===== config.mk =====
export PLATFORM = sky130hd
export DESIGN_NAME = instr_fetch_unit
export DESIGN_NICKNAME = d
export VERILOG_FILES = /design/src/rtl/cpu_pkg.sv /design/src/rtl/fetch_fifo.sv /design/src/rtl/instr_fetch_unit.sv
export SDC_FILE = /design/constraint.sdc
export NUM_CORES = 1
export LEC_CHECK = 0
export ABC_AREA = 1
export BUFFER_PORTS_ARGS = -buffer_cell sky130_fd_sc_hd__buf_2
export CORE_MARGIN = 2
export CORE_UTILIZATION = 35
export CTS_CLUSTER_SIZE = 28
export DETAILED_ROUTE_END_ITERATION = 10
export GPL_ROUTABILITY_DRIVEN = 0
export HOLD_SLACK_MARGIN = 0.15
export PLACE_DENSITY_LB_ADDON = 0.15
export SYNTH_ARGS = -nofsm -noshare
export SYNTH_HDL_FRONTEND = slang
export SYNTH_SLANG_ARGS = --single-unit

===== constraint.sdc =====
create_clock -name clk -period 10.7 [get_ports clk]
set_input_delay 0.535 -clock clk [delete_from_list [all_inputs] [get_ports clk]]
set_output_delay 0.535 -clock clk [all_outputs]
set_load 0.05 [all_outputs]

===== src/rtl/cpu_pkg.sv =====
// rtl/cpu_pkg.sv - shared CPU widths, instruction field positions and NOP encoding
package cpu_pkg;

  localparam int ADDR_W = 11;
  localparam int DATA_W = 32;

  // Opcode occupies the top three bits of every instruction word
  localparam int OPC_MSB = 31;
  localparam int OPC_LSB = 29;

  localparam logic [DATA_W-1:0] NOP = 32'h0;

  typedef struct packed {
    logic [ADDR_W-1:0] pc;
    logic [DATA_W-1:0] word;
  } fetch_entry_t;

  function automatic logic [OPC_MSB-OPC_LSB:0] opcode(input logic [DATA_W-1:0] word);
    return word[OPC_MSB:OPC_LSB];
  endfunction

endpackage


===== src/rtl/fetch_fifo.sv =====
// rtl/fetch_fifo.sv - prefetch FIFO with flush, holding {pc, word} entries
module fetch_fifo #(
  parameter int W     = 43,
  parameter int DEPTH = 4
) (
  input  logic                       clk,
  input  logic                       resetn,
  input  logic                       push,
  input  logic                       pop,
  input  logic                       flush,
  input  logic [W-1:0]               wdata,
  output logic [W-1:0]               rdata,
  output logic                       empty,
  output logic [$clog2(DEPTH):0]     level
);

  localparam int AW = $clog2(DEPTH);
  localparam int LW = AW + 1;

  logic [W-1:0]  store [DEPTH];
  logic [AW:0]   wr_ptr;
  logic [AW:0]   rd_ptr;
  logic          full;
  logic          do_push;
  logic          do_pop;

  // Pointers carry one extra wrap bit so full and empty are distinguishable
  assign level   = wr_ptr - rd_ptr;
  assign empty   = (level == '0);
  assign full    = (level == LW'(DEPTH));
  assign do_push = push & ~full & ~flush;
  assign do_pop  = pop & ~empty & ~flush;
  assign rdata   = store[rd_ptr[AW-1:0]];

  // Pointer update; flush discards every entry at once
  always_ff @(posedge clk or negedge resetn) begin
    if (!resetn) begin
      wr_ptr <= '0;
      rd_ptr <= '0;
    end else if (flush) begin
      wr_ptr <= '0;
      rd_ptr <= '0;
    end else begin
      if (do_push) wr_ptr <= wr_ptr + LW'(1);
      if (do_pop)  rd_ptr <= rd_ptr + LW'(1);
    end
  end

  // Storage write; contents need no reset because empty masks them downstream
  always_ff @(posedge clk) begin
    if (do_push) store[wr_ptr[AW-1:0]] <= wdata;
  end

endmodule


===== src/rtl/instr_fetch_unit.sv =====
// rtl/instr_fetch_unit.sv - sequential instruction fetch with prefetch FIFO, rewind and redirect
module instr_fetch_unit #(
  parameter int                ADDR_W   = cpu_pkg::ADDR_W,
  parameter int                DATA_W   = cpu_pkg::DATA_W,
  parameter int                DEPTH    = 4,
  parameter logic [ADDR_W-1:0] RESET_PC = '0
) (
  input  logic                       clk,
  input  logic                       resetn,
  input  logic                       fetch_en,
  input  logic                       redirect,
  input  logic [ADDR_W-1:0]          redirect_pc,
  output logic                       mem_r_en,
  output logic [ADDR_W-1:0]          mem_r_adrs,
  input  logic [DATA_W-1:0]          mem_data_out,
  input  logic                       mem_r_valid,
  output logic                       inst_valid,
  input  logic                       inst_ready,
  output logic [DATA_W-1:0]          inst_word,
  output logic [ADDR_W-1:0]          inst_pc,
  output logic [$clog2(DEPTH):0]     fifo_level
);

  import cpu_pkg::NOP;

  logic [ADDR_W-1:0]        pc;
  logic [ADDR_W-1:0]        fetch_pc;
  logic                     inflight;
  logic                     push;
  logic                     lost;
  logic                     issue;
  logic                     fifo_empty;
  logic [ADDR_W+DATA_W-1:0] head;

  // The response belongs to the cycle in which the registered request is presented,
  // so the outstanding-read flag is exactly the registered request strobe
  assign inflight = mem_r_en;

  // A redirect kills the response of any read that is still outstanding
  assign push = inflight & mem_r_valid & ~redirect;
  assign lost = inflight & ~mem_r_valid & ~redirect;

  // A dropped response rewinds fetch to the address that was lost
  assign fetch_pc = lost ? mem_r_adrs : pc;

  // Credit excludes a same-cycle pop, so the FIFO can never be pushed while full
  assign issue = fetch_en & ~redirect & ((int'(fifo_level) + int'(inflight)) < DEPTH);

  // PC and read-request registers; redirect takes priority over normal issue
  always_ff @(posedge clk or negedge resetn) begin
    if (!resetn) begin
      pc         <= RESET_PC;
      mem_r_en   <= 1'b0;
      mem_r_adrs <= RESET_PC;
    end else if (redirect) begin
      mem_r_en <= fetch_en;
      if (fetch_en) begin
        mem_r_adrs <= redirect_pc;
        pc         <= redirect_pc + ADDR_W'(1);
      end else begin
        pc <= redirect_pc;
      end
    end else begin
      mem_r_en <= issue;
      if (issue) begin
        mem_r_adrs <= fetch_pc;
        pc         <= fetch_pc + ADDR_W'(1);
      end else begin
        pc <= fetch_pc;
      end
    end
  end

  fetch_fifo #(
    .W     (ADDR_W + DATA_W),
    .DEPTH (DEPTH)
  ) u_fifo (
    .clk    (clk),
    .resetn (resetn),
    .push   (push),
    .pop    (inst_ready),
    .flush  (redirect),
    .wdata  ({mem_r_adrs, mem_data_out}),
    .rdata  (head),
    .empty  (fifo_empty),
    .level  (fifo_level)
  );

  // Head is shown combinationally; an empty FIFO presents NOP at address 0
  assign inst_valid = ~fifo_empty;
  assign inst_pc    = inst_valid ? head[ADDR_W+DATA_W-1:DATA_W] : '0;
  assign inst_word  = inst_valid ? head[DATA_W-1:0] : DATA_W'(NOP);

endmodule


-- After elaboration in Yosys (flattened, before gate mapping)
Memories as Yosys holds them, arrays and structs flattened.
Index checks and enable logic that the tools add are counted.
W data, S select, Z words.
- add/subtract/negate cells: 6
- $mul: 0
- divide/modulo/power cells: 0
- $lt $le $gt $ge: 1
- equal/unequal tests: 2
- shifts and indexed selects: 0
- muxes and demuxes: 16
- bitwise gates (word level): 14
- reduce and logical (&&, ||, !) cells: 5
- operators with widths (operator ; count):
    $mux W11 ; 8
    $mux W32 ; 1
    $add A11 B1 Y11 const B ; 2
    $mux W3 ; 4
    $and A1 B1 Y1 ; 10
    $add A3 B1 Y3 const B ; 2
    $reduce_bool A2 Y1 ; 3
    $add A3 B1 Y4 ; 1
    $lt A4 B3 Y1 const B ; 1
    $not A1 Y1 ; 4
    $eq A3 B3 Y1 const B ; 1
    $logic_not A3 Y1 ; 1
    $mux W1 ; 3
    $sub A3 B3 Y3 ; 1
    $ne A2 B2 Y1 const B ; 1
    $reduce_and A2 Y1 ; 1
- bits in registers: 29
- latch bits: 0
- bits in writable memories: 172
- bits in read-only memories: 0
- input bits: 49
- output and inout bits: 59
- word-level logic and storage cells: 50
- memories: 1
- memories (memory ; depth ; bits a word ; read ports ; clocked after Yosys merged registers in ; write ports ; line ; RTL):
    u_fifo.store ; 4 ; 43 ; 1 ; 0 ; 1 ; fetch_fifo.sv:20 ; logic [W-1:0] store [DEPTH];

-- Longest topological paths before layout
- depth after elaboration: 7
- mapped depth: 13
- depth with buffers taken out: 13

-- By module
From an unflattened synthesis, not the netlist that was laid out.
- cell total of the unflattened synthesis: 797
- area, all modules: 8803.4 um2
- modules (own cells, without submodules) (module ; times used ; cells each ; area each (um2) ; seq. area each (um2)):
    fetch_fifo ; 1 ; 482 ; 6876.6 ; 5315.1
    instr_fetch_unit ; 1 ; 315 ; 1926.8 ; 575.6

-- Worst setup path after synthesis
No wires, ideal clock.
- path kind: reg-to-reg
- from: reg u_fifo.rd_ptr[0]
- to: mem u_fifo.store[0][0] (enable)
- library setup time: 0.444 ns
- arrival time: 3.665 ns
- required time: 10.256 ns
- setup slack: 6.592 ns
- stages on the path, launching flop included: 8
- path buffers: 0
- period minus slack after synthesis: 4.108 ns
- cell sequence: dfrtp_1 ha_1 fa_1 nand3_1 nand2_1 nand3_1 nand3_1 nor2_1
- word-level cells in the longest chain between the ends: 7
- RTL lines (item ; line ; RTL):
    start, declared ; fetch_fifo.sv:22 ; logic [AW:0] rd_ptr;
    start signal, assigned ; fetch_fifo.sv:45 ; if (do_pop) rd_ptr <= rd_ptr + LW'(1);
    $sub A3 B3 Y3 ; fetch_fifo.sv:28 ; assign level = wr_ptr - rd_ptr;
    via fifo_level[2] ; instr_fetch_unit.sv:21 ; output logic [$clog2(DEPTH):0] fifo_level
    $eq A3 B3 Y1 ; fetch_fifo.sv:30 ; assign full = (level == LW'(DEPTH));
    $not A1 Y1 ; fetch_fifo.sv:31 ; assign do_push = push & ~full & ~flush;
    $and A1 B1 Y1 (2 in series) ; fetch_fifo.sv:31 ;
    $mux W1 ; fetch_fifo.sv:51 ; if (do_push) store[wr_ptr[AW-1:0]] <= wdata;
    $mux W1 (implied by the code) ; fetch_fifo.sv:51 ;
    end, declared ; fetch_fifo.sv:20 ;
The timed path passes the listed nets, and every way through them passes these cells.

-- Worst setup path after layout
- from: reg u_fifo.wr_ptr[0]
- to: out inst_pc[5]
- word-level cells in the longest chain between the ends: 3
- RTL lines (item ; line ; RTL):
    start, declared ; fetch_fifo.sv:21 ; logic [AW:0] wr_ptr;
    start signal, assigned ; fetch_fifo.sv:44 ; if (do_push) wr_ptr <= wr_ptr + LW'(1);
    $sub A3 B3 Y3 ; fetch_fifo.sv:28 ;
    $logic_not A3 Y1 ; fetch_fifo.sv:29 ; assign empty = (level == '0);
    $mux W11 ; instr_fetch_unit.sv:91 ; assign inst_pc = inst_valid ? head[ADDR_W+DATA_W-1:DATA_W] : '0;
    end, declared ; instr_fetch_unit.sv:20 ; output logic [ADDR_W-1:0] inst_pc,
No other way between the ends.

==> flow_summary.json <==
{
  "outcome": "finished clean",
  "cts-root-buf": "clkbuf_16",
  "viasPerCell": 4.87,
  "synth-compound-area-share": 0.0980,
  "drc": 0,
  "routed_wl_um": 20100,
  "clock_path_buffers": 3,
  "synth_top_family_by_area": "simple AND/OR/NAND/NOR gates",
  "synth.area.top_cells": "edfxtp_1, dfrtp_1, nor2_1",
  "syn_avg_cell_area_sq_um": 10.8,
  "drt_iter0_drc": 268,
  "htreeDepth": 1,
  "syn_nets": 870,
  "critical-path-top-delay-family": "simple AND/OR/NAND/NOR gates",
  "r2r_slack_ps": 7620,
  "synth-edff-count": 172,
  "path_buf_inv": 4,
  "synth_cell_types": 34,
  "slew_headroom": 0.317,
  "grt_setup_unrepaired": "false",
  "synth_top_area_share": 0.587,
  "drtAntennaViolNets": 0,
  "initial_utilization": 0.353,
  "fillers": 2505,
  "crit_slowest_cell": "nand3_2",
  "worstPathArrival_ps": 3300,
  "num_vias": 6134,
  "worstPathMaxFanout": 46,
  "async_reset_ff_frac": 0.144,
  "maxCapViolCount": 0,
  "dieHeight_um": 163,
  "cpMostUsedCell": "inv_1",
  "grt.total_usage": 0.153,
  "place.port_buffers": 107,
  "worstMarginPinSlew_ps": 1020,
  "cts_resized": 0,
  "synth_fa_ha_area_frac": 0.0122,
  "core_area_sq_um": 25000,
  "synthesis.area_sq_um": 8800,
  "path_clk_slew_ps": 60,
  "placed_area_sq_um": 9650,
  "antenna_found_initial": 0,
  "dp_hpwl_um": 11700,
  "setup_viol": 0,
  "gr-total-overflow": 0,
  "grt_pass1_wl_um": 31800,
  "hp-class": "in -> reg",
  "synth.most_common_cell": "edfxtp_1",
  "p_leak_uw": 0.00422,
  "cpPeakStageDelay_ps": 740,
  "worstPathRequired_ps": 10170,
  "vdd.ir_drop.worst_mv": 0.197,
  "grt_max_degree": 89,
  "synthTopCellsByCount": "edfxtp_1, nor2_1, nand2_1, inv_1, o21ai_0",
  "synth-main-ff-cell": "edfxtp_1",
  "final_nets": 970,
  "synth_xor_area_frac": 0,
  "min_period_over_period": 0.359,
  "die-area_sq_um": 26400,
  "first_global_vias": 6005,
  "cp-end-kind": "output port",
  "finalClockSkew_ps": 13.9,
  "io-pin-count": 108,
  "yosysWarnings": 0,
  "cts_buffers": 23,
  "cts_tree": "built",
  "period_needed_ps": 3840,
  "synth-simple-area-share": 0.162,
  "synth_top_cell_by_area": "edfxtp_1",
  "synth_cells": 813,
  "worstSetupPathType": "reg -> out",
  "critPathLaunchType": "flop",
  "fmax_mhz": 261,
  "wire_per_inst_um": 16.0,
  "drive_above_1_share": 0.183,
  "finalHoldViolCount": 0,
  "diodes": 0,
  "muxShareOfSynthArea": 0,
  "clock_latency_ps": 510,
  "yosysSeqAreaShare": 0.669,
  "placementRows": 58,
  "p_per_area_nw_per_um2": 325,
  "fin_area_sq_um": 10400,
  "drt_first_pass_iters": 4,
  "final.setup.tns_ps": 0,
  "crit_chain": "inv_1 > ha_1 > fa_1 > inv_1 > nand3_1 > nand2_1 > nand3_2 > nand2_1 > inv_1 > buf_2",
  "slew_viol_final": 0,
  "area_growth_pct": 17.8,
  "cts.sinks": 201,
  "die_w_um": 163,
  "postSynthRegisterBits": 201
}
[routing by layer]
metal | global-route usage | share of wire | vias up
met5 | 0 | 0 | -
met4 | 0.0338 | 0.013 | 0
met3 | 0.0244 | 0.052 | 21
met2 | 0.259 | 0.47 | 141
met1 | 0.208 | 0.46 | 2962
li1 | - | - | 3010
[worst paths after layout]
check / startpoint / to / cells after the start
min in group asynchronous: resetn / mem_r_adrs[10] / 2
setup reg to reg: u_fifo.wr_ptr[0] / u_fifo.store[1][39] / 9
hold / removal: mem_data_out[4] / u_fifo.store[3][4] / 1
max in group asynchronous: resetn / u_fifo.rd_ptr[1] / 2
hold reg to reg: mem_r_adrs[6] / u_fifo.store[1][38] / 0
setup / recovery: u_fifo.wr_ptr[0] / inst_pc[5] / 10
[registers in the layout, summed over array words and instances, names as in the netlist]
signal and flops:
pc 11, mem_r_adrs 11, mem_r_en 1, u_fifo.rd_ptr 3
u_fifo.wr_ptr 3, u_fifo.store 172
[cells in the final DEF (no fill, tap or decap), drive strengths merged]
cell type,count
inv,89
o21ai,67
o32ai,43
a21oi,9
ha,7
bufinv,1
clkinv,7
edfxtp,172
dfrtp,29
fa,1
nand2,135
o21a,1
or2,2
nand4,4
nor2,168
a31oi,7
nor3,2
o211ai,1
o21bai,2
clkbuf,33
o31ai,2
buf,114
nand3,32
o221ai,1
dlygate4sd3,1
[power breakdown]
group	switching, uW	total (uW)	internal (uW)
clock	300	730	430
combinational	1310	1670	358
sequential	44.8	966	921
[per-stage QoR]
step	util	total power, uW	setup slack (ps)	std cells	hold WS (ps)
after floorplan	-	2280	6590	813	239
after global placement	0.387	2670	7380	1217	574
after detailed placement	0.387	2680	7290	1217	570
after CTS	0.415	3420	6760	1260	214
after global routing	0.415	3560	6550	1260	215
final	0.415	3370	6860	1260	238
[what timing repair did]
action,4_1_cts,5_1_grt
endpoints found under the hold margin,29,0
buffers inserted,0,0
hold buffers,1,0
[final cells by class]
class	count	area [sq um]	share of cell area
inverters	88	333	0.0321
flip-flops and latches	201	5890	0.569
clock buffers	33	623	0.0601
well taps	330	413	0.0398
clock inverters	9	78.8	0.00761
multi-input cells	484	2420	0.234
repair buffers	115	598	0.0577
[kinds of logic after synthesis]
logic type,after synthesis
and+or+nand+nor,343
adders and majority gates,8
buffers and inverters,128
DFF,201
AOI/OAI and AO/OA,133
Power figures use the tool's default switching activity.
